## src/rtl/stream_mux_pkg.sv

```systemverilog
// rtl/stream_mux_pkg.sv - shared mode encodings and counter constants for stream_mux_rr
package stream_mux_pkg;

    localparam logic MODE_SEL = 1'b0;
    localparam logic MODE_RR  = 1'b1;

    localparam int              CNT_W   = 16;
    localparam logic [CNT_W-1:0] CNT_MAX = 16'hFFFF;

endpackage

```

## src/rtl/rr_arbiter.sv

```systemverilog
// rtl/rr_arbiter.sv - combinational round-robin arbiter: rotate, priority-encode, rotate back
module rr_arbiter #(
    parameter int N_CH  = 4,
    parameter int SEL_W = $clog2(N_CH)
) (
    input  logic [N_CH-1:0]  req,
    input  logic [SEL_W-1:0] ptr,
    output logic [N_CH-1:0]  gnt,
    output logic [SEL_W-1:0] gnt_id
);

    logic [2*N_CH-1:0] req_dbl;
    logic [2*N_CH-1:0] gnt_dbl;
    logic [N_CH-1:0]   rot_req;
    logic [N_CH-1:0]   rot_gnt;
    logic              found;

    always_comb begin
        req_dbl = {req, req} >> ptr;
        rot_req = req_dbl[N_CH-1:0];

        // Lowest set bit of the rotated vector is the first requester at or after ptr.
        rot_gnt = '0;
        found   = 1'b0;
        for (int j = 0; j < N_CH; j++) begin
            if (rot_req[j] && !found) begin
                rot_gnt[j] = 1'b1;
                found      = 1'b1;
            end
        end

        gnt_dbl = {rot_gnt, rot_gnt} << ptr;
        gnt     = gnt_dbl[2*N_CH-1:N_CH];

        gnt_id = '0;
        for (int i = 0; i < N_CH; i++) begin
            if (gnt[i]) gnt_id = SEL_W'(i);
        end
    end

endmodule

```

## src/rtl/stream_mux_rr.sv

```systemverilog
// rtl/stream_mux_rr.sv - N-channel to 1 stream mux, manual or round-robin select, registered output
// Optional per-channel transfer counters: STREAM_MUX_CNT_EN
module stream_mux_rr
    import stream_mux_pkg::*;
#(
    parameter int N_CH  = 4,
    parameter int WIDTH = 8,
    parameter int SEL_W = $clog2(N_CH)
) (
    input  logic                    clk,
    input  logic                    rst,
    input  logic                    mode,
    input  logic [SEL_W-1:0]        sel,
    input  logic [N_CH*WIDTH-1:0]   in_data,
    input  logic [N_CH-1:0]         in_valid,
    output logic [N_CH-1:0]         in_ready,
    output logic [WIDTH-1:0]        out_data,
    output logic                    out_valid,
    input  logic                    out_ready,
    output logic [SEL_W-1:0]        out_ch
`ifdef STREAM_MUX_CNT_EN
    ,
    output logic [N_CH*CNT_W-1:0]   xfer_cnt
`endif
);

    logic [SEL_W-1:0] rr_ptr;
    logic [N_CH-1:0]  rr_gnt;
    logic [SEL_W-1:0] rr_gnt_id;
    logic [N_CH-1:0]  man_gnt;
    logic [N_CH-1:0]  grant;
    logic [N_CH-1:0]  xfer;
    logic             any_xfer;
    logic             load_en;
    logic [WIDTH-1:0] xfer_data;
    logic [SEL_W-1:0] xfer_id;

    rr_arbiter #(
        .N_CH  (N_CH),
        .SEL_W (SEL_W)
    ) u_arb (
        .req    (in_valid),
        .ptr    (rr_ptr),
        .gnt    (rr_gnt),
        .gnt_id (rr_gnt_id)
    );

    always_comb begin
        load_en = ~out_valid | out_ready;

        // An out-of-range sel matches no index, so nothing is granted.
        man_gnt = '0;
        for (int i = 0; i < N_CH; i++) begin
            man_gnt[i] = (int'(sel) == i) & in_valid[i];
        end

        grant    = (mode == MODE_SEL) ? man_gnt : rr_gnt;
        in_ready = rst ? '0 : (grant & {N_CH{load_en}});
        xfer     = in_valid & in_ready;
        any_xfer = |xfer;

        xfer_data = '0;
        xfer_id   = '0;
        for (int i = 0; i < N_CH; i++) begin
            if (xfer[i]) begin
                xfer_data = in_data[i*WIDTH +: WIDTH];
                xfer_id   = SEL_W'(i);
            end
        end
    end

    always_ff @(posedge clk) begin
        if (rst) begin
            out_valid <= 1'b0;
            out_data  <= '0;
            out_ch    <= '0;
            rr_ptr    <= '0;
        end else begin
            if (load_en) begin
                out_valid <= any_xfer;
                if (any_xfer) begin
                    out_data <= xfer_data;
                    out_ch   <= xfer_id;
                end
            end
            // Pointer only advances on round-robin grants; manual traffic leaves it parked.
            if (any_xfer && mode == MODE_RR) begin
                rr_ptr <= (rr_gnt_id == SEL_W'(N_CH-1)) ? '0 : rr_gnt_id + 1'b1;
            end
        end
    end

`ifdef STREAM_MUX_CNT_EN
    logic [CNT_W-1:0] cnt [N_CH];

    always_ff @(posedge clk) begin
        if (rst) begin
            for (int i = 0; i < N_CH; i++) cnt[i] <= '0;
        end else begin
            for (int i = 0; i < N_CH; i++) begin
                if (xfer[i] && cnt[i] != CNT_MAX) cnt[i] <= cnt[i] + 1'b1;
            end
        end
    end

    always_comb begin
        xfer_cnt = '0;
        for (int i = 0; i < N_CH; i++) xfer_cnt[i*CNT_W +: CNT_W] = cnt[i];
    end
`endif

endmodule

```

## config.mk

```make
export PLATFORM = sky130hd
export DESIGN_NAME = stream_mux_rr
export DESIGN_NICKNAME = d
export VERILOG_FILES = /design/src/rtl/stream_mux_pkg.sv /design/src/rtl/rr_arbiter.sv /design/src/rtl/stream_mux_rr.sv
export SDC_FILE = /design/constraint.sdc
export NUM_CORES = 1
export LEC_CHECK = 0
export CORE_ASPECT_RATIO = 1.1
export CORE_UTILIZATION = 38
export DETAILED_ROUTE_END_ITERATION = 10
export PLACE_DENSITY = 0.92
export SYNTH_ARGS = -nofsm -noshare
export SYNTH_HDL_FRONTEND = slang
export SYNTH_SLANG_ARGS = --single-unit
```

## constraint.sdc

```tcl
create_clock -name clk -period 2.6 [get_ports clk]
set_input_delay 0.52 -clock clk [delete_from_list [all_inputs] [get_ports clk]]
set_output_delay 0.52 -clock clk [all_outputs]
set_load 0.02 [all_outputs]
```

### After elaboration in Yosys (flattened, before gate mapping)

Cells that the tools add are included.

* $add $sub $neg: 1
* bitwise operators: 8
* equal/unequal tests: 4
* reductions and logical operators: 10
* muxes and demuxes: 19
* shift operators: 2

Operators by type and width (count)
* $mux W8: 4
* $mux W2: 5
* $and A4 B4 Y4: 2
* $mux W1: 8
* $mux W4: 2
* $shl A8 B2 Y8: 1
* $shr A8 B2 Y4: 1
* $eq A2 B2 Y1 const B: 3
* $and A1 B1 Y1: 4
* $logic_and A1 B1 Y1: 4
* $reduce_or A4 Y1: 1
* $logic_not A1 Y1: 3
* $add A2 B1 Y2 const B: 1
* $eq A2 B1 Y1 const B: 1
* $logic_not A2 Y1: 1
* $reduce_and A2 Y1: 1
* $not A1 Y1: 1
* $or A1 B1 Y1: 1

* word-level logic and storage cells: 48
* output and inout bits: 15
* input port bits: 42
* register bits after elaboration: 13

### Depth between registers and ports, before layout

* word-level depth: 20
* mapped depth: 10

### By module

A second synthesis with hierarchy kept.

* cell total of the unflattened synthesis: 127
* area, all modules: 1096.1 um^2

Modules (own cells, without submodules)
* stream_mux_rr: times used 1, area an instance 933.4 um^2, sequential area each 260.2 um^2, cells each 102
* rr_arbiter: times used 1, area an instance 162.7 um^2, sequential area each 0.0 um^2, cells each 25

### Least setup slack after synthesis

Ideal clock, no wire load.

* kind: input to register
* start point: input port mode
* end point: register out_data[5]
* buffers on the path: 3
* cell stages on the path: 9
* slack: 0.518 ns
* data arrival time: 1.962 ns
* setup time: 0.120 ns
* data required time: 2.480 ns
* cell sequence: buf_6 -> or3b_1 -> a31o_1 -> buf_6 -> inv_4 -> a311o_1 -> buf_6 -> nor3b_2 -> o31a_1

* word-level cells in the longest chain between the ends: 8
* elaborated cells on any way between the ends: 10
* classes of those cells: mux (6); bitwise (2); reduce/logical (2)

Ends and longest elaborated chain
* start: declaration: RTL line stream_mux_rr.sv:12 `input logic mode,`
* $mux W4 (*): RTL line stream_mux_rr.sv:57 `grant = (mode == MODE_SEL) ? man_gnt : rr_gnt;`
* $and A4 B4 Y4 (*): RTL line stream_mux_rr.sv:58 `in_ready = rst ? '0 : (grant & {N_CH{load_en}});`
* $mux W4 (*): RTL line stream_mux_rr.sv:58
* $and A4 B4 Y4 (*): RTL line stream_mux_rr.sv:59 `xfer = in_valid & in_ready;`
* $mux W8 (4 in series): RTL line stream_mux_rr.sv:65 `if (xfer[i]) begin`
* end signal: assignment: RTL line stream_mux_rr.sv:82 `out_data <= xfer_data;`
* end: declaration: RTL line stream_mux_rr.sv:17 `output logic [WIDTH-1:0] out_data,`

Mark *: on every way between the ends. The rest lies on a longest branch, timed or not.
A chain may end at the register's enable or synchronous reset.

### Worst setup path after layout

* start point: input port mode
* end point: output port in_ready[2]

* word-level cells in the longest chain between the ends: 3

Ends and longest elaborated chain
* $mux W4: RTL line stream_mux_rr.sv:57
* $and A4 B4 Y4: RTL line stream_mux_rr.sv:58
* $mux W4: RTL line stream_mux_rr.sv:58
* end: declaration: RTL line stream_mux_rr.sv:16 `output logic [N_CH-1:0] in_ready,`

Every way passes these cells.

==> impl_metrics.csv <==
group,metric,value,unit
synthesis,synthDistinctLibCells,39,
synthesis,syn_inst,118,
sta,setup_violations,0,
global_routing,overflow,0,
synthesis,yosysSeqAreaShare,0.262,
placement,dpl.hpwl,2.59,mm
floorplan,die_y,55.6,um
worst_hold_path,hold_class,"reg -> reg",
sta,min_period,2.52,ns
synthesis,synth_nets,160,
floorplan,core,2500,um2
sta,max_freq,397,MHz
floorplan,io_pins,57,
detailed_routing,dr_total_vias,1263,
placement,gp_congestion,0.815,
layout,areaGrowthSynthToFinish,68.0,%
detailed_routing,ant_nets,0,
synthesis,yosysWarnings,0,
power,p_total,0.000732,W
detailed_routing,drt_iter0_markers,56,
synthesis,synth.most_common_cell,"dfxtp_1",
synthesis,synthTopCellsByCount,"13 x dfxtp_1, 12 x nand2_1, 10 x nor2_1",
cts,cts_buffer_depth,2,
cts,clock-sinks,13,
synthesis,syn_avg_cell_area,8.42,um2
sta,tns,0,ns
critical_path,max_stage_delay,0.45,ns
sta,hold_viol,0,
cts,clk_pin_slew,0.09,ns
global_routing,grt_use_met1,0.293,
critical_path,critPathKind,"in -> out",
sta,grt_setup_unrepaired,"false",
global_routing,antenna_found_initial,0,
detailed_routing,wl_per_cell,15.4,um
floorplan,start_util,0.398,
outcome,status,"finished, final reports clean",
synthesis,synth.area.top_cells,"dfxtp_1 26%, a221o_2 7.9%, a311oi_1 7.9%, o211ai_1 6.0%, buf_6 5.7%",
critical_path,endpoint_kind,"output port",
detailed_routing,first_pass_iters,4,
run,cap_violations,0,
cts,numCtsBuffers,3,
detailed_routing,drt_wl_total,3.35,mm
placement,placed_area,1660,um2
global_routing,grt_use_met3,0.0464,
critical_path,path_buf_inv,3,
floorplan,die_x,50.8,um
critical_path,arrival,2.00,ns
critical_path,cp_top_family,"buffers and inverters",
critical_path,worst-path-max-fanout,3,
synthesis,synth_seq_cells,13,
floorplan,rows,19,
global_routing,grt_start_max_net_pins,20,
cts,cts_tree,"yes",
critical_path,required,2.08,ns
layout,drive_above_1_share,0.209,
synthesis,synth_flop_cell,"dfxtp_1",
synthesis,synth_edf_count,0,
global_routing,grt_usage,0.249,
critical_path,critPathLaunchType,"input pin",
global_routing,busiest_layer,"met2",
power,leakagePower,0.653,nW
synthesis,synthesis.area,993,um2
layout,fin_nets,230,
global_routing,grt_pass1_vias,1235,
sta,fin_skew,0.00433,ns
cts,cts_hold_repair.buffers,0,
detailed_routing,routed_via_density,5.79,
cts,htree_num_levels,1,
global_routing,grt_pass1_wl,5.37,mm
cts,clk_latency,0.28,ns
floorplan,die_area,2820,um2
synthesis,synth_top_area_share,0.262,
layout,stdcell_area,1670,um2
power,ir_worst_vdd,359,uV
power,p_per_area,438,nW/um2
cts,clockRootBuffer,"clkbuf_4",
sta,finalCritPeriodShare,0.970,
global_routing,grt_use_met2,0.444,
synthesis,synth_top_cell_by_area,"dfxtp_1",
sta,worstMarginPinSlew,0.273,ns
layout,fillCellCount,200,
placement,io_buffers,56,
synthesis,async_reset_ff_frac,0,
detailed_routing,drc_errors,0,
sta,slew_violations,0,
layout,n_antenna_cell,0,
critical_path,cp_slowest_cell,"clkdlybuf4s50_1",
sta,maxSlewHeadroom,0.816,
critical_path,crit_chain,"clkdlybuf4s50_1, or3b_1, a31o_1, inv_4, dlygate4sd2_1",
report_power, final:
group | total [W] | internal (W) | switching [W]
logic | 0.000348 | 0.000189 | 0.000159
clock network | 0.000134 | 0.0000595 | 0.0000741
registers | 0.000250 | 0.000227 | 0.0000233
total | 0.000732 | 0.000476 | 0.000256
registers in the layout, indices dropped and copies added, names as in the netlist:
register / cells
rr_ptr: 2
out_data: 8
out_ch: 2
out_valid: 1
final timing paths:
path                                 from           to  slack (ns)  cells past startpoint
worst min-delay path            out_ch[0]    out_ch[0]        0.55                      2
worst max register to register  rr_ptr[1]    rr_ptr[0]        0.42                      9
worst min register to register  out_ch[0]    out_ch[0]        0.55                      2
worst max-delay path                 mode  in_ready[2]        0.08                      5
layer usage:
metal  wire (um)  share of wire
met1        1290           0.39
met2        1710           0.51
met5           0              0
met4          74          0.022
met3         273          0.082
layout make-up:
| cell class | instances | area, um2 | share of cell area |
|---|---|---|---|
| clock buffers | 4 | 26.3 | 0.0157 |
| inverters | 3 | 13.8 | 0.00825 |
| multi-input cells | 91 | 636 | 0.381 |
| flip-flops and latches | 13 | 260 | 0.156 |
| well taps | 31 | 38.8 | 0.0232 |
| repair buffers | 76 | 694 | 0.416 |
metrics by stage:
stage	utilization	instances	setup slack, ns	hold WS, ns
after floorplan	-	118	0.518	0.556
after global placement	0.665	214	-0.240	0.506
after detailed placement	0.665	214	-0.294	0.512
after CTS	0.674	218	0.000582	0.540
after global routing	0.669	218	0.00484	0.569
final	0.669	218	0.0793	0.547
cell usage in the layout, fill, tap and decap left out, drive strengths merged:
cell / n
nor2: 10
a21oi: 4
buf: 20
a221o: 7
nor2b: 2
a31o: 1
o2111ai: 1
nor3: 7
a22o: 2
nand4bb: 1
o21ai: 4
clkdlybuf4s50: 52
nor3b: 1
clkbuf: 7
o21bai: 2
nand3: 5
a41o: 1
inv: 3
o22ai: 1
or3b: 1
a311oi: 9
nand4b: 1
mux2i: 2
o31a: 1
nand2b: 2
dlygate4sd2: 1
and2b: 2
a311o: 1
nand2: 12
a21boi: 1
a211oi: 1
o211ai: 8
o31ai: 1
dfxtp: 13
worst reg2reg max path, cell delays in order, from the launching register on:
cell,delay [ns]
dfxtp_1,0.49
and2b_1,0.25
o21ai_2,0.11
a31o_1,0.21
inv_4,0.04
buf_4,0.16
a311o_1,0.34
buf_4,0.18
o21ai_4,0.15
mux2i_1,0.19
repair_timing:
| item | CTS | global route |
|---|---|---|
| pin swaps | 0 | 0 |
| buffers inserted | 0 | 0 |
| setup endpoints to repair | 4 | 3 |
| resized for setup | 5 | 5 |
kinds of logic after synthesis:
group,count (synthesis),share of synthesized area
simple gates,44,0.230
mux,2,0.0202
compound gates,45,0.383
buf+inv,14,0.105
flops,13,0.262
(Power assumes the default switching activity.)
